### src/rtl/command_deframer.sv
// command_deframer: byte-serial front end for command_controller.
// Collects PACKET_WORDS words of WORD_WIDTH bits ({cmd, addr, value MSB..LSB})
// into one packet and presents it as a single-cycle o_data/o_dv strobe.
// Unknown command words and stalled partial packets are reported with
// one-cycle error pulses; o_data only ever changes on a good packet.
//
// Optional feature macro: CMD_DEFRAMER_CHECKSUM_EN
//   When defined, each packet carries a trailing XOR checksum word that is
//   verified before emission (mismatch pulses o_err_chk instead of o_dv).
//   When undefined, o_err_chk is tied low.
//
// state   | meaning
// --------+-------------------------------------------------------------
// IDLE    | waiting for a valid command word
// COLLECT | packet partially collected, inter-word timer running
// EMIT    | packet strobe cycle; incoming words treated as in IDLE
module command_deframer #(
    parameter int WORD_WIDTH     = 8,
    parameter int PACKET_WORDS   = 6,
    parameter int TIMEOUT_CYCLES = 1000,
    parameter logic [WORD_WIDTH-1:0] READ_CMD  = 8'h00,
    parameter logic [WORD_WIDTH-1:0] WRITE_CMD = 8'hAA
) (
    input  logic                               clk,
    input  logic                               i_reset_n,
    input  logic [WORD_WIDTH-1:0]              i_data,
    input  logic                               i_dv,
    output logic [WORD_WIDTH*PACKET_WORDS-1:0] o_data,
    output logic                               o_dv,
    output logic                               o_busy,
    output logic                               o_err_cmd,
    output logic                               o_err_timeout,
    output logic                               o_err_chk
);

    localparam int PKT_W = WORD_WIDTH * PACKET_WORDS;
`ifdef CMD_DEFRAMER_CHECKSUM_EN
    localparam int TOTAL_WORDS = PACKET_WORDS + 1;
`else
    localparam int TOTAL_WORDS = PACKET_WORDS;
`endif
    localparam int CNT_W = $clog2(TOTAL_WORDS + 1);
    localparam int TMR_W = $clog2(TIMEOUT_CYCLES + 1);

    typedef enum logic [1:0] {
        IDLE    = 2'd0,
        COLLECT = 2'd1,
        EMIT    = 2'd2
    } state_t;

    state_t             state_q;
    state_t             state_d;
    logic [PKT_W-1:0]   shift_q;
    logic [PKT_W-1:0]   shifted;
    logic [CNT_W-1:0]   count_q;
    logic [TMR_W-1:0]   timer_q;
    logic               err_cmd_q;
    logic               err_timeout_q;
    logic               is_cmd;
    logic               last_word;
    logic               timer_expire;

    assign is_cmd       = (i_data == READ_CMD) || (i_data == WRITE_CMD);
    assign last_word    = i_dv && (count_q == CNT_W'(TOTAL_WORDS - 1));
    // The word wins over an expiring timer: expiry only counts on an idle clock.
    assign timer_expire = !i_dv && (timer_q >= TMR_W'(TIMEOUT_CYCLES - 1));
    assign shifted      = {shift_q[PKT_W-WORD_WIDTH-1:0], i_data};

`ifdef CMD_DEFRAMER_CHECKSUM_EN
    logic [WORD_WIDTH-1:0] chk_q;
    logic                  chk_ok;
    logic                  err_chk_q;

    // chk_q already holds the XOR of every payload word when the checksum arrives.
    assign chk_ok    = (chk_q == i_data);
    assign o_err_chk = err_chk_q;
`else
    assign o_err_chk = 1'b0;
`endif

    assign o_err_cmd     = err_cmd_q;
    assign o_err_timeout = err_timeout_q;

    // State register.
    always_ff @(posedge clk or negedge i_reset_n) begin
        if (!i_reset_n) begin
            state_q <= IDLE;
        end else begin
            state_q <= state_d;
        end
    end

    // Next-state decode; EMIT behaves like IDLE so back-to-back packets lose nothing.
    always_comb begin
        state_d = state_q;
        case (state_q)
            IDLE, EMIT: begin
                state_d = (i_dv && is_cmd) ? COLLECT : IDLE;
            end
            COLLECT: begin
                if (last_word) begin
`ifdef CMD_DEFRAMER_CHECKSUM_EN
                    state_d = chk_ok ? EMIT : IDLE;
`else
                    state_d = EMIT;
`endif
                end else if (timer_expire) begin
                    state_d = IDLE;
                end
            end
            default: state_d = IDLE;
        endcase
    end

    // Moore outputs derived from the current state.
    always_comb begin
        o_dv   = (state_q == EMIT);
        o_busy = (state_q == COLLECT);
    end

    // Datapath: shift register, word counter, inter-word timer, packet and error registers.
    always_ff @(posedge clk or negedge i_reset_n) begin
        if (!i_reset_n) begin
            shift_q       <= '0;
            count_q       <= '0;
            timer_q       <= '0;
            o_data        <= '0;
            err_cmd_q     <= 1'b0;
            err_timeout_q <= 1'b0;
`ifdef CMD_DEFRAMER_CHECKSUM_EN
            chk_q         <= '0;
            err_chk_q     <= 1'b0;
`endif
        end else begin
            err_cmd_q     <= 1'b0;
            err_timeout_q <= 1'b0;
`ifdef CMD_DEFRAMER_CHECKSUM_EN
            err_chk_q     <= 1'b0;
`endif
            case (state_q)
                COLLECT: begin
                    if (i_dv) begin
                        timer_q <= '0;
                        count_q <= count_q + 1'b1;
                        // The checksum word is never shifted into the packet.
                        if (count_q < CNT_W'(PACKET_WORDS)) begin
                            shift_q <= shifted;
                        end
`ifdef CMD_DEFRAMER_CHECKSUM_EN
                        chk_q <= chk_q ^ i_data;
`endif
                        if (last_word) begin
                            count_q <= '0;
`ifdef CMD_DEFRAMER_CHECKSUM_EN
                            if (chk_ok) begin
                                o_data <= shift_q;
                            end else begin
                                err_chk_q <= 1'b1;
                            end
`else
                            o_data <= shifted;
`endif
                        end
                    end else if (timer_expire) begin
                        err_timeout_q <= 1'b1;
                        count_q       <= '0;
                        timer_q       <= '0;
                    end else if (timer_q != TMR_W'(TIMEOUT_CYCLES)) begin
                        timer_q <= timer_q + 1'b1;
                    end
                end
                default: begin
                    if (i_dv) begin
                        if (is_cmd) begin
                            shift_q <= PKT_W'(i_data);
                            count_q <= CNT_W'(1);
                            timer_q <= '0;
`ifdef CMD_DEFRAMER_CHECKSUM_EN
                            chk_q   <= i_data;
`endif
                        end else begin
                            err_cmd_q <= 1'b1;
                        end
                    end
                end
            endcase
        end
    end

endmodule

### config.mk
export PLATFORM = sky130hd
export DESIGN_NAME = command_deframer
export DESIGN_NICKNAME = d
export VERILOG_FILES = /design/src/rtl/command_deframer.sv
export SDC_FILE = /design/constraint.sdc
export NUM_CORES = 1
export LEC_CHECK = 0
export CORE_ASPECT_RATIO = 1.75
export CORE_MARGIN = 2
export CORE_UTILIZATION = 49
export DETAILED_ROUTE_END_ITERATION = 10
export PLACE_DENSITY_LB_ADDON = 0.05
export SETUP_SLACK_MARGIN = 0.3
export SYNTH_ARGS = -nofsm -noshare
export SYNTH_HDL_FRONTEND = slang
export SYNTH_SLANG_ARGS = --single-unit
export TNS_END_PERCENT = 1
### constraint.sdc
create_clock -name clk -period 1.79 [get_ports clk]
set_clock_uncertainty 0.2 [all_clocks]
set_input_delay 0.179 -clock clk [delete_from_list [all_inputs] [get_ports clk]]
set_output_delay 0.179 -clock clk [all_outputs]
set_load 0.02 [all_outputs]
# ---- Yosys cells after proc, flatten, opt, wreduce, memory -nomap -nowiden
# Index checks and enable logic that the tools add are counted.
dict set report totals {
  input_bits 11
  n_memories 0
  ramBits 0
  reg_bits 105
  output_inout_bits 53
  romBits 0
  latch_bits 0
  word_cells 61
}
dict set report classes {
  addsub 2
  n_lt_le_gt_ge 2
  eq_ne 7
  n_bitwise 0
  shift 0
  mul 0
  muxes 27
  div 0
  reduce_logical 16
}
# cell count
set ops {}
lappend ops {{$mux W40} 5}
lappend ops {{$mux W10} 6}
lappend ops {{$mux W3} 6}
lappend ops {{$reduce_and A3 Y1} 4}
lappend ops {{$add A10 B1 Y10 const B} 1}
lappend ops {{$ge A10 B10 Y1 const B} 1}
lappend ops {{$ne A10 B10 Y1 const B} 1}
lappend ops {{$eq A8 B8 Y1 const B} 1}
lappend ops {{$logic_not A8 Y1} 1}
lappend ops {{$mux W1} 7}
lappend ops {{$reduce_bool A2 Y1} 3}
lappend ops {{$mux W2} 2}
lappend ops {{$pmux W2 S2} 1}
lappend ops {{$add A3 B1 Y3 const B} 1}
lappend ops {{$eq A3 B3 Y1 const B} 1}
lappend ops {{$logic_and A1 B1 Y1} 3}
lappend ops {{$lt A3 B3 Y1 const B} 1}
lappend ops {{$ne A3 B1 Y1 const B} 1}
lappend ops {{$reduce_bool A3 Y1} 1}
lappend ops {{$eq A2 B1 Y1 const B} 1}
lappend ops {{$eq A2 B2 Y1 const B} 1}
lappend ops {{$logic_not A2 Y1} 1}
lappend ops {{$ne A2 B1 Y1 const B} 1}
lappend ops {{$reduce_or A2 Y1} 1}
lappend ops {{other kinds (2)} 2}

# ---- Logic depth before layout (Yosys ltp)
# Gate-level depths: netlist (run 1).
dict set report logic_depth {
  ltp_word 5
  ltp_mapped 7
}

# ---- Worst setup path before layout (run 1)
# No wires, ideal clock.
dict set report synth_path {
  kind {register -> register}
  start {register count_q[1]}
  end {register o_data[38]}
  slack_ns -0.071
  synth_period_minus_slack_ns 1.861
  t_arrival_ns 1.537
  path_stages_with_launch 8
  setup_time_ns 0.125
  cell_sequence {dfrtp_1 inv_1 ha_1 nand2_1 nor2_2 buf_2 buf_4 mux2_2}
}
dict set report synth_between {
  elab_chain_cells 3
}
# item line
set synth_rtl {}
lappend synth_rtl {{from (decl)} 55} ;# logic [CNT_W-1:0] count_q;
lappend synth_rtl {{from (signal assigned)} 144} ;# count_q <= count_q + 1'b1;
lappend synth_rtl {{$eq A3 B3 Y1} 64} ;# assign last_word = i_dv && (count_q == CNT_W'(TOTAL_WORDS - 1));
lappend synth_rtl {{$logic_and A1 B1 Y1} 64}
lappend synth_rtl {{$reduce_and A3 Y1 (no line)} n/a}
lappend synth_rtl {{to (signal assigned)} 161} ;# o_data <= shifted;
lappend synth_rtl {{to (decl)} 28} ;# output logic [WORD_WIDTH*PACKET_WORDS-1:0] o_data,
# Every way passes these cells.
# A chain may end at the register's enable or synchronous reset.

# ---- Worst setup path after layout (run 1)
dict set report layout_path {
  start {register timer_q[0]}
  end {register count_q[1]}
}
dict set report layout_between {
  elab_chain_cells 4
}
# item line
set layout_rtl {}
lappend layout_rtl {{from (decl)} 56} ;# logic [TMR_W-1:0] timer_q;
lappend layout_rtl {{from (signal assigned)} 169} ;# timer_q <= timer_q + 1'b1;
lappend layout_rtl {{$ge A10 B10 Y1} 66} ;# assign timer_expire = !i_dv && (timer_q >= TMR_W'(TIMEOUT_CYCLES - 1));
lappend layout_rtl {{$logic_and A1 B1 Y1} 66}
lappend layout_rtl {{$reduce_bool A2 Y1 (no line)} n/a}
lappend layout_rtl {{$reduce_and A3 Y1 (no line)} n/a}
# Every way passes these cells.

==> results of run 1 <==
-- worst max-delay path: cells and delay by family (launching register included) --
kind	cells	cell delay, ns
compound gates	4	1.00
fa+ha+maj	1	0.19
flops	1	0.38
-- cell usage after synthesis, types with 2 or more instances --
| library cell | number |
|---|---|
| sky130_fd_sc_hd__o21ai_0 | 37 |
| sky130_fd_sc_hd__inv_1 | 5 |
| sky130_fd_sc_hd__o2bb2ai_1 | 2 |
| sky130_fd_sc_hd__a22o_1 | 2 |
| sky130_fd_sc_hd__a211o_1 | 5 |
| sky130_fd_sc_hd__nor4_1 | 3 |
| sky130_fd_sc_hd__a221o_1 | 2 |
| sky130_fd_sc_hd__nor2b_1 | 2 |
| sky130_fd_sc_hd__buf_2 | 7 |
| sky130_fd_sc_hd__mux2_2 | 53 |
| sky130_fd_sc_hd__nand2_1 | 79 |
| sky130_fd_sc_hd__dfrtp_1 | 105 |
| sky130_fd_sc_hd__a21oi_1 | 2 |
| sky130_fd_sc_hd__clkbuf_2 | 3 |
| sky130_fd_sc_hd__nor2_1 | 4 |
| sky130_fd_sc_hd__clkbuf_1 | 6 |
| sky130_fd_sc_hd__buf_4 | 3 |
| sky130_fd_sc_hd__a21oi_2 | 2 |
| sky130_fd_sc_hd__and3_1 | 4 |
| sky130_fd_sc_hd__nor3b_2 | 2 |
| sky130_fd_sc_hd__and4_1 | 2 |
| sky130_fd_sc_hd__nand3_1 | 4 |
| sky130_fd_sc_hd__nor3_1 | 4 |
| sky130_fd_sc_hd__ha_1 | 4 |
-- state kept, by name, summed over array words and instances (netlist names) --
signal,cells
shift_q,40
o_data,48
timer_q,10
count_q,3
state_q,2
o_err_cmd,1
o_err_timeout,1
-- metal layers --
layer  share of wire [%]  up-vias  global-route usage (%)
met3                 3.5        9                   5.403
met4                 1.6        0                   6.914
met5                   0        -                       0
met2                  54       64                   34.31
li1                    -     1432                       -
met1                  41     1476                   26.44
-- logic make-up (layout without fill, tap and decap cells) --
group                    count (synthesis)  count (layout)  share of synthesized area [%]
XOR/XNOR                                 1               1                         0.2018
AND/OR/NAND/NOR                        113             113                          12.02
buffers and inverters                   25             118                          2.882
multiplexers                            53              53                          13.75
other                                    1               1                        0.08640
AO/OA/AOI/OAI                           61              61                          9.369
adder cells (fa/ha/maj)                  4               4                          1.153
flip-flops                             105             105                          60.54
-- per-stage QoR --
| step | TNS [ns] | setup slack [ns] |
|---|---|---|
| 2_1_floorplan | 0 | 0.01666 |
| 3_3_place_gp | -28.82 | -0.4227 |
| 4_1_cts | -0.3460 | -0.05821 |
| 3_5_place_dp | -33.05 | -0.5084 |
| 6_report | -0.3294 | -0.06157 |
| 5_1_grt | -1.425 | -0.1331 |
-- power by group through the flow --
stage               Clock [µW]  Combinational [µW]  Sequential (µW)
global route              2210                 613             2760
floorplan                    0                 236             2720
finish                    2060                 541             2740
global placement             0                 461             2750
detailed placement           0                 481             2760
CTS                       2110                 509             2720
-- path summary, 6_finish.rpt --
path                            slack [ns]         end
max in group asynchronous             0.71  o_data[31]
worst min register to register        0.30  o_data[31]
worst max register to register       -0.06  count_q[1]
min in group asynchronous             0.10  o_data[43]
worst max-delay path                 -0.06  count_q[1]
worst min-delay path                -0.002  shift_q[0]
-- cells in the final DEF (no fill, tap or decap), types with 3 or more instances in the layout --
| cell | instances |
|---|---|
| sky130_fd_sc_hd__nor2_1 | 3 |
| sky130_fd_sc_hd__o21ai_0 | 24 |
| sky130_fd_sc_hd__inv_1 | 4 |
| sky130_fd_sc_hd__nand3_1 | 4 |
| sky130_fd_sc_hd__buf_4 | 24 |
| sky130_fd_sc_hd__buf_6 | 5 |
| sky130_fd_sc_hd__nor3_1 | 4 |
| sky130_fd_sc_hd__a211o_1 | 5 |
| sky130_fd_sc_hd__clkbuf_16 | 9 |
| sky130_fd_sc_hd__o21ai_1 | 11 |
| sky130_fd_sc_hd__dlygate4sd2_1 | 56 |
| sky130_fd_sc_hd__nand2_1 | 68 |
| sky130_fd_sc_hd__nand2_4 | 3 |
| sky130_fd_sc_hd__mux2_2 | 39 |
| sky130_fd_sc_hd__buf_12 | 7 |
| sky130_fd_sc_hd__and3_1 | 4 |
| sky130_fd_sc_hd__nand2_2 | 8 |
| sky130_fd_sc_hd__mux2_4 | 14 |
| sky130_fd_sc_hd__dlymetal6s2s_1 | 3 |
| sky130_fd_sc_hd__dfrtp_1 | 104 |
-- what timing repair did --
action                                  4_1_cts  5_1_grt
hold buffers                                  1        0
hold endpoints to repair                    105        0
pin swaps                                     8       14
buffers inserted                              0        0
endpoints found under the setup margin      155      105
resized for setup                            82       48
-- area by class of cell --
cell class / count / area (µm²)
multi-input cells: 233 / 1795
fillers: 729 / 2836
repair buffers: 98 / 934.6
clock inverters: 5 / 81.33
flip-flops and latches: 105 / 2629
clock buffers: 10 / 229.0
inverters: 5 / 18.77
well taps: 117 / 146.4
==> qor.yml, run 1 <==
route:
  ant_nets: 0
  drt-initial-drc-count: 191
  route.vias.total: 2981
  drc: 0
  viasPerCell: 5.202
  avgRoutedWirePerCell_um: 15.81
  drtPass1Iterations: 6
  wire_length_after_detailed_routing_um: 9061
worst_setup_path:
  timing.critical_path.fanout_max: 3
  critical-path-max-stage-delay_ns: 0.39
  worstSetupEndpointType: "register"
  crit_path_kind: "reg -> reg"
  critical_path_arrival_ns: 1.91
  cp-startpoint: "timer_q[0]"
  regToRegStartpoint: "timer_q[0]"
  logic_depth_of_the_worst_register_to_register_path: 5
  critPathRequiredTime_ns: 1.85
  crit_chain: "ha_2, a221o_1, a31oi_4, a2bb2oi_4, o2bb2ai_1"
  timing.critical_path.from_type: "register"
  worst_path_max_delay_cell: "sky130_fd_sc_hd__a221o_1"
logic_synthesis:
  synth_sequential_area_ratio_pct: 60.54
  synth_seq_cells: 105
  synthesis.area_per_instance_um2: 11.96
  synth_top_area_share_pct: 60.54
  synth_top_flop_cell: "sky130_fd_sc_hd__dfrtp_1"
  synth-edff-count: 0
  ys_top_cells_by_area: "sky130_fd_sc_hd__dfrtp_1 (61%), sky130_fd_sc_hd__mux2_2 (14%), sky130_fd_sc_hd__nand2_1 (6.8%)"
  synth_nets: 378
  syn-instance-count: 363
  synth.lib_cells_used.distinct: 45
  yosys.area.top_type: "sky130_fd_sc_hd__dfrtp_1"
  yosysWarningCount: 0
  synthArstFlopShare_pct: 100.0
  syn-cell-area_mm2: 0.004340
power:
  largest_voltage_drop_on_the_vdd_net_uv: 570.7
  seq_power_share_pct: 51.3
  clockPowerShare_pct: 38.5
  combinationalPowerShare_pct: 10.1
  power_report.internal_total_uw: 4058
  fin_total_pwr_uw: 5337
  powerDensity_mw_per_mm2: 914.8
  p_switching_uw: 1279
  leakagePower_uw: 0.003038
  switching_share_pct: 23.96
die:
  fp.dieW_um: 75.15
  rows: 45
  fp.dieArea_mm2: 0.009657
  floorplan_core_area_mm2: 0.008671
  start_util_pct: 50.06
  design.portCount: 64
  die-height_um: 128.5
final_layout:
  finish.utilization_pct: 67.29
  layout_overhead_on_the_synthesized_area_pct: 34.42
  layout-drive-gt1-share_pct: 30.70
  post-route-cell-area_mm2: 0.005834
  net_total_in_the_final_layout: 467
  num_antenna_cells: 0
  finish.cell_count_without_fillers: 573
place:
  postPlaceCellArea_mm2: 0.005381
  dp_hpwl_um: 6106
  gp_congestion: 0.8030
  place.detailed.instances: 557
  count_of_port_buffers_added_during_placement: 62
min_path:
  hp-start: "i_data[0]"
  hold-path-cell-count: 4
  min_path_type: "in -> reg"
outcome:
  violations: "hold timing, setup timing"
  run_status: "finished, violations left"
cts:
  clk_root_buffer_cell: "sky130_fd_sc_hd__clkbuf_16"
  cts_tree: "yes"
  ctsHtreeMaxLevel: 3
  cts.sink_count: 105
  tritoncts.num_buffers: 9
  cts.reportedPaths.clkPinSlew_ns: 0.06
  clock_latency_of_the_later_clocked_register_in_the_worst_skew_pair_ns: 0.34
  max-clock-path-buffers: 2
grt:
  first_global_vias: 2986
  antenna_found_initial: 0
  grt_pass1_wl_um: 15100
  grt_max_degree: 50
  grtUsageTotal_pct: 20.82
  grt-ovfl-total: 0
sta:
  max_clock_freq_mhz: 540.1
  fin_crit_sh_pct: 103.4
  timing.final.crit_period_ns: 1.852
  final.hold.worst_slack_ns: -0.001983
  final.setup.worst_slack_ns: -0.06157
  timing.final.setup_violations: 10
  hold_violations: 1
  grt_setup_unrepaired: "yes"
  count_of_pins_over_their_slew_limit: 0
flow_run:
  cap_violations: 0
No activity file was read; power rests on OpenSTA's default activity.
==> run 2: changes to the inputs <==
--- a/config.mk
+++ b/config.mk
@@ -5,6 +5,7 @@
 export SDC_FILE = /design/constraint.sdc
 export NUM_CORES = 1
 export LEC_CHECK = 0
+export ABC_CLOCK_PERIOD_IN_PS = 1790
 export CORE_ASPECT_RATIO = 1.75
 export CORE_MARGIN = 2
 export CORE_UTILIZATION = 49
==> results of run 2 <==
The final DEF is identical to that of run 1; final timing and power are the same.
